<file path="src/rtl/divider_pkg.sv">
// rtl/divider_pkg.sv - shared state encoding and default operand width for the divider
package divider_pkg;

  localparam int DIVIDER_WIDTH = 4;

  typedef enum logic [1:0] {
    IDLE = 2'd0,
    RUN  = 2'd1,
    FIN  = 2'd2
  } state_t;

endpackage

</file>
<file path="src/rtl/fulladder.sv">
// rtl/fulladder.sv - single-bit full adder cell used by the ripple subtracter
module fulladder (
  input  logic i_a,
  input  logic i_b,
  input  logic i_cin,
  output logic o_sum,
  output logic o_cout
);

  assign o_sum  = i_a ^ i_b ^ i_cin;
  assign o_cout = (i_a & i_b) | (i_cin & (i_a ^ i_b));

endmodule

</file>
<file path="src/rtl/subtracter.sv">
// rtl/subtracter.sv - W-bit ripple subtract (i_a - i_b) built from fulladder cells
module subtracter #(
  parameter int W = 5
) (
  input  logic [W-1:0] i_a,
  input  logic [W-1:0] i_b,
  output logic [W-1:0] o_diff,
  output logic         o_borrow
);

  logic [W:0] w_carry;

  // Two's-complement subtract: invert B and inject a carry of one at the LSB.
  assign w_carry[0] = 1'b1;

  for (genvar g = 0; g < W; g++) begin : g_bit
    fulladder u_fa (
      .i_a    (i_a[g]),
      .i_b    (~i_b[g]),
      .i_cin  (w_carry[g]),
      .o_sum  (o_diff[g]),
      .o_cout (w_carry[g+1])
    );
  end

  assign o_borrow = ~w_carry[W];

endmodule

</file>
<file path="src/rtl/divider.sv">
// rtl/divider.sv - restoring unsigned divider, one quotient bit per cycle, MSB first
// Optional macro DIVIDER_DIVZERO_EN: divide-by-zero short cut to FIN with DivZero flag.
module divider
  import divider_pkg::*;
#(
  parameter int N = DIVIDER_WIDTH
) (
  input  logic         Clock,
  input  logic         Reset,
  input  logic         Start,
  input  logic [N-1:0] A,
  input  logic [N-1:0] B,
  output logic [N-1:0] Q,
  output logic [N-1:0] R,
  output logic         Busy,
  output logic         Done,
  output logic         DivZero
);

  localparam int CW = $clog2(N + 1);

  state_t         r_state;
  state_t         w_next;
  logic [CW-1:0]  r_count;
  logic [N-1:0]   r_rem;
  logic [N-1:0]   r_dvd;
  logic [N-1:0]   r_b;
  logic [N-1:0]   r_q;
  logic [N-1:0]   r_r;

  logic [N:0]     w_shift;
  logic [N:0]     w_diff;
  logic           w_borrow;
  logic           w_keep;
  logic [N-1:0]   w_rem_next;
  logic [N-1:0]   w_q_next;
  logic           w_accept;
  logic           w_last;
  logic           w_zero_skip;

  assign w_shift = {r_rem, r_dvd[N-1]};

  subtracter #(.W(N + 1)) u_sub (
    .i_a      (w_shift),
    .i_b      ({1'b0, r_b}),
    .o_diff   (w_diff),
    .o_borrow (w_borrow)
  );

  // A kept remainder is always below B, so its top trial bit is zero.
  assign w_keep     = ~w_borrow & ~w_diff[N];
  assign w_rem_next = w_keep ? w_diff[N-1:0] : w_shift[N-1:0];
  assign w_q_next   = {r_dvd[N-2:0], w_keep};

`ifdef DIVIDER_DIVZERO_EN
  logic r_divzero;
  assign w_zero_skip = (B == '0);
  assign DivZero     = r_divzero;
`else
  assign w_zero_skip = 1'b0;
  assign DivZero     = 1'b0;
`endif

  always_ff @(posedge Clock or posedge Reset) begin
    if (Reset) r_state <= IDLE;
    else       r_state <= w_next;
  end

  always_comb begin
    w_next   = r_state;
    w_accept = 1'b0;
    w_last   = 1'b0;
    case (r_state)
      IDLE: begin
        if (Start) begin
          w_accept = 1'b1;
          w_next   = w_zero_skip ? FIN : RUN;
        end
      end
      RUN: begin
        if (r_count == CW'(1)) begin
          w_last = 1'b1;
          w_next = FIN;
        end
      end
      FIN:     w_next = IDLE;
      default: w_next = IDLE;
    endcase
  end

  always_ff @(posedge Clock or posedge Reset) begin
    if (Reset) begin
      r_count <= '0;
      r_rem   <= '0;
      r_dvd   <= '0;
      r_b     <= '0;
      r_q     <= '0;
      r_r     <= '0;
`ifdef DIVIDER_DIVZERO_EN
      r_divzero <= 1'b0;
`endif
    end else if (w_accept) begin
      r_b     <= B;
      r_dvd   <= A;
      r_rem   <= '0;
      r_count <= CW'(N);
`ifdef DIVIDER_DIVZERO_EN
      r_divzero <= w_zero_skip;
      if (w_zero_skip) begin
        r_q <= '1;
        r_r <= A;
      end
`endif
    end else if (r_state == RUN) begin
      r_rem   <= w_rem_next;
      r_dvd   <= w_q_next;
      r_count <= r_count - CW'(1);
      if (w_last) begin
        r_q <= w_q_next;
        r_r <= w_rem_next;
      end
    end
  end

  assign Q    = r_q;
  assign R    = r_r;
  assign Busy = (r_state != IDLE);
  assign Done = (r_state == FIN);

endmodule
</file>
<file path="config.mk">
export PLATFORM = sky130hd
export DESIGN_NAME = divider
export DESIGN_NICKNAME = d
export VERILOG_FILES = /design/src/rtl/divider_pkg.sv /design/src/rtl/fulladder.sv /design/src/rtl/subtracter.sv /design/src/rtl/divider.sv
export SDC_FILE = /design/constraint.sdc
export NUM_CORES = 1
export LEC_CHECK = 0
export BUFFER_PORTS_ARGS = -buffer_cell sky130_fd_sc_hd__buf_2
export CAP_MARGIN = 0
export CORE_UTILIZATION = 48
export DETAILED_ROUTE_END_ITERATION = 10
export GPL_TIMING_DRIVEN = 0
export PLACE_DENSITY_LB_ADDON = 0.25
export RECOVER_POWER = 50
export SLEW_MARGIN = 20
export SYNTH_ARGS = -nofsm -noshare
export SYNTH_HDL_FRONTEND = slang
export SYNTH_SLANG_ARGS = --single-unit
</file>
<file path="constraint.sdc">
create_clock -name Clock -period 3.8 [get_ports Clock]
set_input_delay 0.19 -clock Clock [delete_from_list [all_inputs] [get_ports Clock]]
set_output_delay 0.19 -clock Clock [all_outputs]
set_load 0.01 [all_outputs]
</file>
Word-level counts from Yosys, hierarchy flattened
Cells that the tools add are included.

Register bits: 25. Bits of input ports: 11. Output and inout port bits: 11. Word-level logic and storage cells: 62.

Add/subtract/negate cells: 1. Equal/unequal tests: 5. Multiplexer cells: 14. Bitwise operators: 30. Reduce and logical (&&, ||, !) cells: 5.

Operators by type and width (number): $mux 4 (5); $and 1x1->1 (9); $not 1->1 (8); $xor 1x1->1 (8); $mux 3 (2); $or 1x1->1 (5); $mux 1 (4); $mux 2 (2); $ne 2x2->1 const B (2); $pmux 2 s2 (1); $reduce_bool 2->1 (2); $eq 3x1->1 const B (1); $reduce_and 3->1 (1); $sub 3x1->3 const B (1); $eq 2x1->1 const B (1); $eq 2x2->1 const B (1); $logic_not 2->1 (1); $reduce_and 2->1 (1).

Depth between registers and ports, before layout
Gate-level depths: netlist of run 1.

Word-level depth: 15. Depth in mapped cells: 9.

Cells and area by module
From an unflattened synthesis of run 1, not the netlist that was laid out.

Cells, all modules: 116. Area total of the unflattened synthesis: 1229.9 um2.

Modules (own cells, without submodules): divider (times used 1, cells each 104, area an instance 1103.6 um2, seq. area each 625.6 um2); fulladder (times used 5, cells each 1, area an instance 20.0 um2, seq. area each 0.0 um2); subtracter (times used 1, cells each 7, area an instance 26.3 um2, seq. area each 0.0 um2).

Worst setup path before layout of run 1
OpenSTA, ideal clock, no wires.

Kind: flip-flop to flip-flop. Start point: register r_dvd[3]. End point: register r_rem[0]. Library setup time: 0.080 ns. Arrival: 2.563 ns. Path slack: 1.157 ns. Stages on the path, launching flop included: 10. Buffers on the path: 0. Clock period less this slack: 2.643 ns. Cell sequence: dfrtp_1 -> inv_1 -> ha_1 -> inv_1 -> fa_1 -> fa_1 -> fa_1 -> xnor2_2 -> mux2_4 -> o22ai_2.

Cells in the longest elaborated chain, start to end: 14. Elaborated cells on any way between the ends: 18. Classes of those cells: mux: 3; bitwise: 15.

RTL lines: start: declaration (RTL line divider.sv:26) `logic [N-1:0] r_dvd;`; start signal: assignment (RTL line divider.sv:116) `r_dvd <= w_q_next;`; $and 1x1->1 or $xor 1x1->1 (tied branches) (RTL line fulladder.sv:11, fulladder.sv:10); $or 1x1->1 (RTL line fulladder.sv:11) `assign o_cout = (i_a & i_b) | (i_cin & (i_a ^ i_b));`; $and 1x1->1 (RTL line fulladder.sv:11); $or 1x1->1 (RTL line fulladder.sv:11); $and 1x1->1 (RTL line fulladder.sv:11); $or 1x1->1 (RTL line fulladder.sv:11); $and 1x1->1 (RTL line fulladder.sv:11); $or 1x1->1 (RTL line fulladder.sv:11); $and 1x1->1 or $xor 1x1->1 (tied branches) (RTL line fulladder.sv:11, fulladder.sv:10); $or 1x1->1 or $not 1->1 (tied branches) (RTL line fulladder.sv:11, divider.sv:51); $and 1x1->1 (RTL line divider.sv:51) `assign w_keep = ~w_borrow & ~w_diff[N];`; $mux 4 (*) (RTL line divider.sv:52) `assign w_rem_next = w_keep ? w_diff[N-1:0] : w_shift[N-1:0];`; $mux 4 (*) (RTL line divider.sv:114) `end else if (r_state == RUN) begin`; $mux 4 (*) (RTL line divider.sv:102) `end else if (w_accept) begin`; end signal: assignment (RTL line divider.sv:115) `r_rem <= w_rem_next;`; end: declaration (RTL line divider.sv:25) `logic [N-1:0] r_rem;`.

Every way passes the cells marked *; elsewhere a longest branch is shown, timed or not. The select of a mux whose other input is x is not followed. A chain may end at the register's enable or synchronous reset.

Worst setup path after layout of run 1
Ends and elaborated chain as after synthesis.

==> results.py, run 1 <==
metrics = {
    "status": {
        "run_status": "completed",
    },
    "grt": {
        "grt_first_pass_wirelength_mm": 3.55,
        "overflow": 0,
        "antenna_violations_before_repair": 0,
        "largest_net_degree_at_the_start_of_global_routing": 26,
        "first_global_vias": 802,
        "track_usage_pct": 18.5,
    },
    "synth": {
        "syn_nets": 121,
        "synth_edf_count": 0,
        "syn-cell-area_um2": 1190,
        "synthDistinctLibCells": 28,
        "synthArstFlopShare_pct": 100,
        "synthesis.instances": 104,
        "avgSynthCellArea_um2": 11.5,
        "number_of_warnings_printed_during_yosys_synthesis": 0,
        "synth_top_flop_cell": "sky130_fd_sc_hd__dfrtp_1",
        "yosysSeqAreaShare_pct": 52.5,
        "synth_seq_cells": 25,
    },
    "power": {
        "max_rail_drop_vdd_mv": 0.558,
        "power_density_nw_per_um2": 921,
        "power.internal_mw": 0.744,
        "power_mw": 1.24,
        "power_frac_clock_pct": 9.3,
        "switchingPower_mw": 0.497,
        "combPwrFrac_pct": 51.7,
        "static-leakage-power_nw": 0.647,
        "p_seq_share_pct": 39.0,
        "power.share.switching_pct": 40.0,
    },
    "die": {
        "fp-row-count": 17,
        "fp.dieH_um": 51.8,
        "placeableCoreArea_um2": 2280,
        "chip_width_um": 51.8,
        "die_area_um2": 2690,
        "starting_density_pct": 52.4,
        "boundaryPins": 22,
    },
    "clocking": {
        "h-tree-depth": 1,
        "ctsRootBufferMaster": "sky130_fd_sc_hd__clkbuf_4",
        "ctsLongestPathBuffers": 2,
        "cts_sinks": 25,
        "path_clk_slew_ps": 130,
        "tritoncts": "done",
        "post_cts_buffers": 0,
        "cts_stage_hold_buffer_count": 0,
        "worstSkewPairLatency_ps": 310,
        "post_cts_resized": 0,
        "tritoncts.num_buffers": 3,
    },
    "detailed_routing": {
        "drc": 0,
        "num_vias": 786,
        "dr.pass1.iters": 4,
        "wl_per_cell_um": 13.1,
        "post_detailed_routing_wire_length_mm": 2.04,
        "post_drt_via_cell_ratio": 5.04,
        "final_antenna_net_count": 0,
        "initial_drt_markers": 14,
    },
    "worst_setup_path": {
        "r2r-end": "r_rem[0]",
        "worst-r2r-cell-count": 9,
        "crit_path_max_fanout": 6,
        "worstSetupEndpointType": "register",
        "start_kind": "register",
        "cp_data_arrival_time_ps": 3170,
        "timing.setup.critical_path_class": "reg2reg",
        "reg2reg_setup_slack_ps": 880,
        "critPathRequiredTime_ps": 4050,
        "reg2reg_from": "r_dvd[3]",
    },
    "timing": {
        "period_needed_ps": 2920,
        "rsz0062_at_grt": "false",
        "worst_clk_skew_ps": 3.54,
        "post-route-worst-setup-slack_ps": 881,
        "hold_viol_final": 0,
        "finalCritPeriodShare_pct": 76.8,
        "setup_violation_total_in_the_final_timing_report": 0,
        "worst_pin_slew_ps": 918,
        "maxSlewHeadroom_pct": 38.8,
        "fin_tns_setup_ps": 0,
        "max_freq_mhz": 343,
        "finalMaxSlewViolations": 0,
    },
    "finish": {
        "antennaDiodeCount": 0,
        "combined_area_of_the_multi_input_logic_cells_um2": 502,
        "post_route_cells_drive_above_1_share_pct": 25.0,
        "layout.nets": 146,
        "area.sequential_um2": 626,
        "nFillCells": 200,
        "flow.area_growth_from_synthesis_pct": 13.0,
    },
    "placement": {
        "place.detailed.hpwl_mm": 1.46,
        "preCtsSetupSlack_ps": 920,
        "buffer_ports.inserted": 20,
        "place.gp.congestion": 0.765,
    },
    "hold_path": {
        "holdCritPathClass": "in2async",
    },
    "job": {
        "cap_violations": 0,
    },
}
## worst max-delay path by stage
stage                         from       end  slack, ps  cells past startpoint
final                     r_dvd[3]  r_rem[0]        880                      9
after global placement    r_dvd[3]  r_rem[0]        980                      9
after global routing      r_dvd[3]  r_rem[0]        750                      9
after detailed placement  r_dvd[3]  r_rem[0]        920                      9
after floorplan           r_dvd[3]  r_rem[0]       1160                      9
after CTS                 r_dvd[3]  r_rem[0]        890                      9
## kinds of logic (layout without fill, tap and decap cells)
group	count (synthesis)	after routing	synth area share (%)
and+or+nand+nor	28	28	12.4
DFF	25	25	52.5
AOI/OAI and AO/OA	21	21	11.4
buffers and inverters	13	37	5.46
muxes	9	9	8.39
adders and majority gates	6	6	8.19
other	1	1	0.314
xor gates and xnor gates	1	1	1.36
## synth_stat cells, types with 3 or more instances
| cell type | count | share of area [%] |
|---|---|---|
| sky130_fd_sc_hd__inv_1 | 9 | 2.8 |
| sky130_fd_sc_hd__a21oi_1 | 5 | 2.1 |
| sky130_fd_sc_hd__o21ai_0 | 5 | 2.1 |
| sky130_fd_sc_hd__nand2_1 | 15 | 4.7 |
| sky130_fd_sc_hd__dfrtp_1 | 25 | 52 |
| sky130_fd_sc_hd__mux2i_1 | 4 | 3.4 |
| sky130_fd_sc_hd__mux2_2 | 4 | 3.8 |
| sky130_fd_sc_hd__nor2_1 | 5 | 1.6 |
| sky130_fd_sc_hd__ha_1 | 3 | 3.1 |
| sky130_fd_sc_hd__o22ai_1 | 3 | 1.6 |
| sky130_fd_sc_hd__fa_1 | 3 | 5.0 |
| sky130_fd_sc_hd__a22oi_1 | 3 | 1.9 |
## routing by layer
| metal | share of wire [%] | GRT usage (%) | wire length [µm] | vias up |
|---|---|---|---|---|
| met4 | 1.3 | 5.41 | 26 | 0 |
| met3 | 2.9 | 5.26 | 60 | 5 |
| met2 | 47 | 29.5 | 952 | 12 |
| met1 | 49 | 24.3 | 1000 | 373 |
| li1 | - | - | - | 396 |
| met5 | 0 | 0 | 0 | - |
## stage by stage
stage / hold WS (ps) / utilization [%] / cells / area (µm²)
2_1_floorplan: 217 / - / 104 / 1190
3_3_place_gp: 394 / 58.3 / 152 / 1330
3_5_place_dp: 402 / 58.3 / 152 / 1330
4_1_cts: 62.1 / 59.5 / 156 / 1350
5_1_grt: 65.8 / 59.2 / 156 / 1350
6_report: 51.3 / 59.2 / 156 / 1350
## sequential cells by signal (all words and copies together) (netlist names)
register and flops:
Q 4, R 4, r_b 4, r_dvd 4, r_rem 4, r_count 3
r_state 2
## final cells by class
type | instances | share of cell area, %
sequential | 25 | 46.4
multi-input combinational | 66 | 37.2
timing repair buffer | 20 | 6.96
tap | 28 | 2.60
inverter | 9 | 2.51
buffer | 4 | 2.32
clock buffer | 4 | 1.95
## power groups by stage
stage	combinational [mW]	clock, mW	sequential [mW]
after floorplan	0.482	0	0.494
after global placement	0.628	0	0.484
after detailed placement	0.647	0	0.491
after CTS	0.650	0.121	0.484
after global routing	0.734	0.132	0.500
final	0.642	0.116	0.484
## placed cells by master (no fill, tap or decap), types with 2 or more instances in the layout
cell type                  Yosys  routed
sky130_fd_sc_hd__mux2_2        4       4
sky130_fd_sc_hd__buf_4         2       2
sky130_fd_sc_hd__o21ai_0       5       5
sky130_fd_sc_hd__nor2b_1       2       2
sky130_fd_sc_hd__a22oi_1       3       3
sky130_fd_sc_hd__dfrtp_1      25      25
sky130_fd_sc_hd__ha_1          3       3
sky130_fd_sc_hd__nand2b_1      2       2
sky130_fd_sc_hd__nor2_1        5       5
sky130_fd_sc_hd__mux2i_1       4       4
sky130_fd_sc_hd__o22ai_1       3       3
sky130_fd_sc_hd__clkbuf_4      0       3
sky130_fd_sc_hd__clkbuf_1      0       6
sky130_fd_sc_hd__inv_1         9       9
sky130_fd_sc_hd__a21oi_1       5       5
sky130_fd_sc_hd__fa_1          3       3
sky130_fd_sc_hd__buf_2         1      16
sky130_fd_sc_hd__nand2_1      15      15
sky130_fd_sc_hd__o21bai_1      2       2
## worst max-delay path, cell delays in order, from the launching register on
cell and delay [ps]:
sky130_fd_sc_hd__dfrtp_1 410, sky130_fd_sc_hd__inv_1 80, sky130_fd_sc_hd__ha_1 140, sky130_fd_sc_hd__inv_1 50, sky130_fd_sc_hd__fa_1 400, sky130_fd_sc_hd__fa_1 410
sky130_fd_sc_hd__fa_1 420, sky130_fd_sc_hd__xnor2_2 430, sky130_fd_sc_hd__mux2_4 360, sky130_fd_sc_hd__o22ai_2 160
Note: power is estimated with default switching activity, not from simulation.
==> run 2: changes to the inputs <==
Settings changed: ABC_AREA set to 1.
Clock period 3.8 ns to 2.5 ns, I/O delays scaled along.
==> results.py, run 2 <==
metrics = {
    "synth": {
        "yosysMostFrequentCell": "sky130_fd_sc_hd__nand2_1",
        "syn-cell-area_um2": 1250,
        "synthArstFlopShare_pct": 100,
        "synth_edf_count": 0,
        "synthesis.instances": 145,
        "synth_top_flop_cell": "sky130_fd_sc_hd__dfrtp_1",
        "synth_seq_cells": 25,
        "synthDistinctLibCells": 17,
        "yosys.area.top_type": "sky130_fd_sc_hd__dfrtp_1",
        "avgSynthCellArea_um2": 8.64,
        "synth_top_cells_by_area": "sky130_fd_sc_hd__dfrtp_1 (50%), sky130_fd_sc_hd__nand2_1 (18%), sky130_fd_sc_hd__nand3_1 (7.6%)",
        "yosysSeqAreaShare_pct": 50.0,
        "syn_nets": 162,
        "number_of_warnings_printed_during_yosys_synthesis": 0,
        "synth_top_cells_by_count": "sky130_fd_sc_hd__nand2_1 (59), sky130_fd_sc_hd__dfrtp_1 (25), sky130_fd_sc_hd__nand3_1 (19), sky130_fd_sc_hd__inv_1 (17), sky130_fd_sc_hd__o21ai_2 (4)",
        "post-synth-top-area-fraction_pct": 50.0,
    },
    "detailed_routing": {
        "wl_per_cell_um": 12.0,
        "dr.pass1.iters": 4,
        "highest_layer": "met4",
        "initial_drt_markers": 13,
        "post_detailed_routing_wire_length_mm": 2.43,
        "post_drt_via_cell_ratio": 5.05,
        "routedLengthMet1_mm": 1.09,
        "final_antenna_net_count": 0,
        "num_vias": 1020,
        "dr_wl_met2_mm": 1.21,
        "detailroute.wirelength.met3_um": 73,
        "drc": 0,
    },
    "finish": {
        "mostFrequentLayoutCell": "sky130_fd_sc_hd__nand2_1",
        "final-instance-count-excl-fill": 202,
        "layout.nets": 190,
        "layout.cells.most_common_list": "sky130_fd_sc_hd__nand2_1 (55), sky130_fd_sc_hd__dfrtp_1 (25), sky130_fd_sc_hd__inv_1 (17)",
        "post_route_cells_drive_above_1_share_pct": 22.7,
        "flow.area_growth_from_synthesis_pct": 17.4,
        "antennaDiodeCount": 0,
    },
    "timing": {
        "max_freq_mhz": 423,
        "worst_clk_skew_ps": 6.75,
        "fin_tns_setup_ps": 0,
        "period_needed_ps": 2360,
        "maxSlewHeadroom_pct": 38.0,
        "finalMaxSlewViolations": 0,
        "worst_hold_slack_ps": -9.75,
        "hold_viol_final": 25,
        "setup_violation_total_in_the_final_timing_report": 0,
        "finalCritPeriodShare_pct": 94.5,
        "worst_pin_slew_ps": 929,
    },
    "die": {
        "fp-row-count": 18,
        "starting_density_pct": 50.6,
        "fp.dieH_um": 53.1,
        "die_area_um2": 2820,
        "placeableCoreArea_um2": 2480,
        "boundaryPins": 22,
        "chip_width_um": 53.1,
    },
    "worst_setup_path": {
        "worstSetupEndpointType": "register",
        "critPathLaunch": "r_dvd[3]",
        "worstPathCellList": "inv_1, ha_1, inv_1, fa_1, fa_2, fa_2, inv_1, nand2_2, nand3_1, nand3_1, nand2_1",
        "start_kind": "register",
        "timing.setup.critical_path_class": "reg2reg",
        "critPathMaxStageDelay_ps": 400,
        "crit_path_max_fanout": 4,
        "reg2reg_from": "r_dvd[3]",
        "critPathRequiredTime_ps": 2760,
        "crit_end": "R[3]",
        "worst-r2r-cell-count": 11,
        "worst_path_most_repeated_cell": "sky130_fd_sc_hd__inv_1",
        "r2r-end": "R[3]",
        "cp_data_arrival_time_ps": 2620,
        "reg2reg_setup_slack_ps": 140,
        "crit_path_top_delay_cell": "sky130_fd_sc_hd__dfrtp_1",
    },
    "power": {
        "switchingPower_mw": 0.935,
        "power_frac_clock_pct": 8.9,
        "p_seq_share_pct": 35.8,
        "static-leakage-power_nw": 0.801,
        "power.share.switching_pct": 46.3,
        "power_mw": 2.02,
        "max_rail_drop_vdd_mv": 0.959,
        "combPwrFrac_pct": 55.2,
        "power_density_nw_per_um2": 1370,
        "power.internal_mw": 1.08,
    },
    "clocking": {
        "cts_sinks": 25,
        "tritoncts": "done",
        "ctsLongestPathBuffers": 2,
        "ctsRootBufferMaster": "sky130_fd_sc_hd__clkbuf_4",
        "path_clk_slew_ps": 130,
        "h-tree-depth": 1,
        "tritoncts.num_buffers": 3,
        "worstSkewPairLatency_ps": 320,
    },
    "grt": {
        "first_global_vias": 948,
        "largest_net_degree_at_the_start_of_global_routing": 26,
        "track_usage_pct": 20.4,
        "overflow": 0,
        "grt_first_pass_wirelength_mm": 4.00,
        "antenna_violations_before_repair": 0,
    },
    "status": {
        "run_status": "finished with violations",
        "failed_checks": "hold timing",
    },
    "placement": {
        "placed_cells_incl_taps": 195,
        "place.gp.congestion": 0.870,
        "place.detailed.hpwl_mm": 1.78,
        "buffer_ports.inserted": 20,
    },
    "hold_path": {
        "holdCritPathClass": "in2async",
    },
    "job": {
        "cap_violations": 0,
    },
}
run 2: changes by cell type in the layout (fill, tap and decap cells not counted), sizes merged, moves of 4 or more:
| cell | before | now |
|---|---|---|
| o22ai | 4 | 0 |
| nand2 | 15 | 60 |
| mux2 | 5 | 0 |
| inv | 9 | 19 |
| nand3 | 0 | 20 |
| a21oi | 5 | 0 |
| mux2i | 4 | 0 |
run 2: timing repair:
action / 4_1_cts / 5_1_grt
hold buffers: 2 / 1
setup buffers: 0 / 0
endpoints found under the setup margin: 0 / 10
resized for setup: 0 / 9
endpoints found under the hold margin: 2 / 1
run 2: stage by stage:
| stage | instance area [µm²] | utilization [%] | setup slack (ps) |
|---|---|---|---|
| after floorplan | 1250 | - | 308 |
| after global placement | 1390 | 56.1 | 183 |
| after detailed placement | 1390 | 56.1 | 127 |
| after CTS | 1440 | 58.0 | 90.1 |
| after global routing | 1470 | 59.3 | -5.04 |
| final | 1470 | 59.3 | 138 |
run 2: how the worst min path moves through the flow:
stage	endpoint	slack [ps]	from
5_1_grt	r_dvd[2]	1	A[2]
4_1_cts	r_b[1]	2	B[1]
2_1_floorplan	Q[0]	150	Reset
3_3_place_gp	r_b[0]	320	B[0]
6_report	r_dvd[3]	-10	Reset
3_5_place_dp	r_dvd[3]	330	A[3]
run 2: layout make-up:
cell class              count  area [µm²]
plain buffers               3        30.0
clock buffers               4        26.3
repair buffers             23         124
fillers                   239        1010
well taps                  30        37.5
flip-flops and latches     25         626
multi-input cells          98         556
inverters                  19        71.3
run 2: cells by family after synthesis:
kind of cell | count (synthesis) | synth area share, %
compound gates | 6 | 3.60
fa+ha+maj | 6 | 7.79
simple gates | 85 | 30.3
buf+inv | 22 | 8.09
other cells | 1 | 0.299
flops | 25 | 50.0
run 2: per-layer routing:
| metal | global-route usage [%] | vias up |
|---|---|---|
| met5 | 0 | - |
| met4 | 10.5 | 0 |
| met3 | 4.02 | 7 |
| met2 | 34.0 | 25 |
| met1 | 24.8 | 486 |
| li1 | - | 502 |
run 2: critical path: cells and delay by family (launching register included):
| kind | cells | cell delay [ps] |
|---|---|---|
| buffers and inverters | 3 | 260 |
| AND/OR/NAND/NOR | 4 | 370 |
| adder cells (fa/ha/maj) | 4 | 1280 |
| flip-flops | 1 | 400 |
run 2: power groups by stage:
stage          clock network (mW)  registers (mW)  logic (mW)
6_report                    0.180           0.723        1.11
5_1_grt                     0.206           0.746        1.28
4_1_cts                     0.185           0.720        1.06
3_5_place_dp                    0           0.729        1.05
3_3_place_gp                    0           0.720       0.997
2_1_floorplan                   0           0.736       0.763
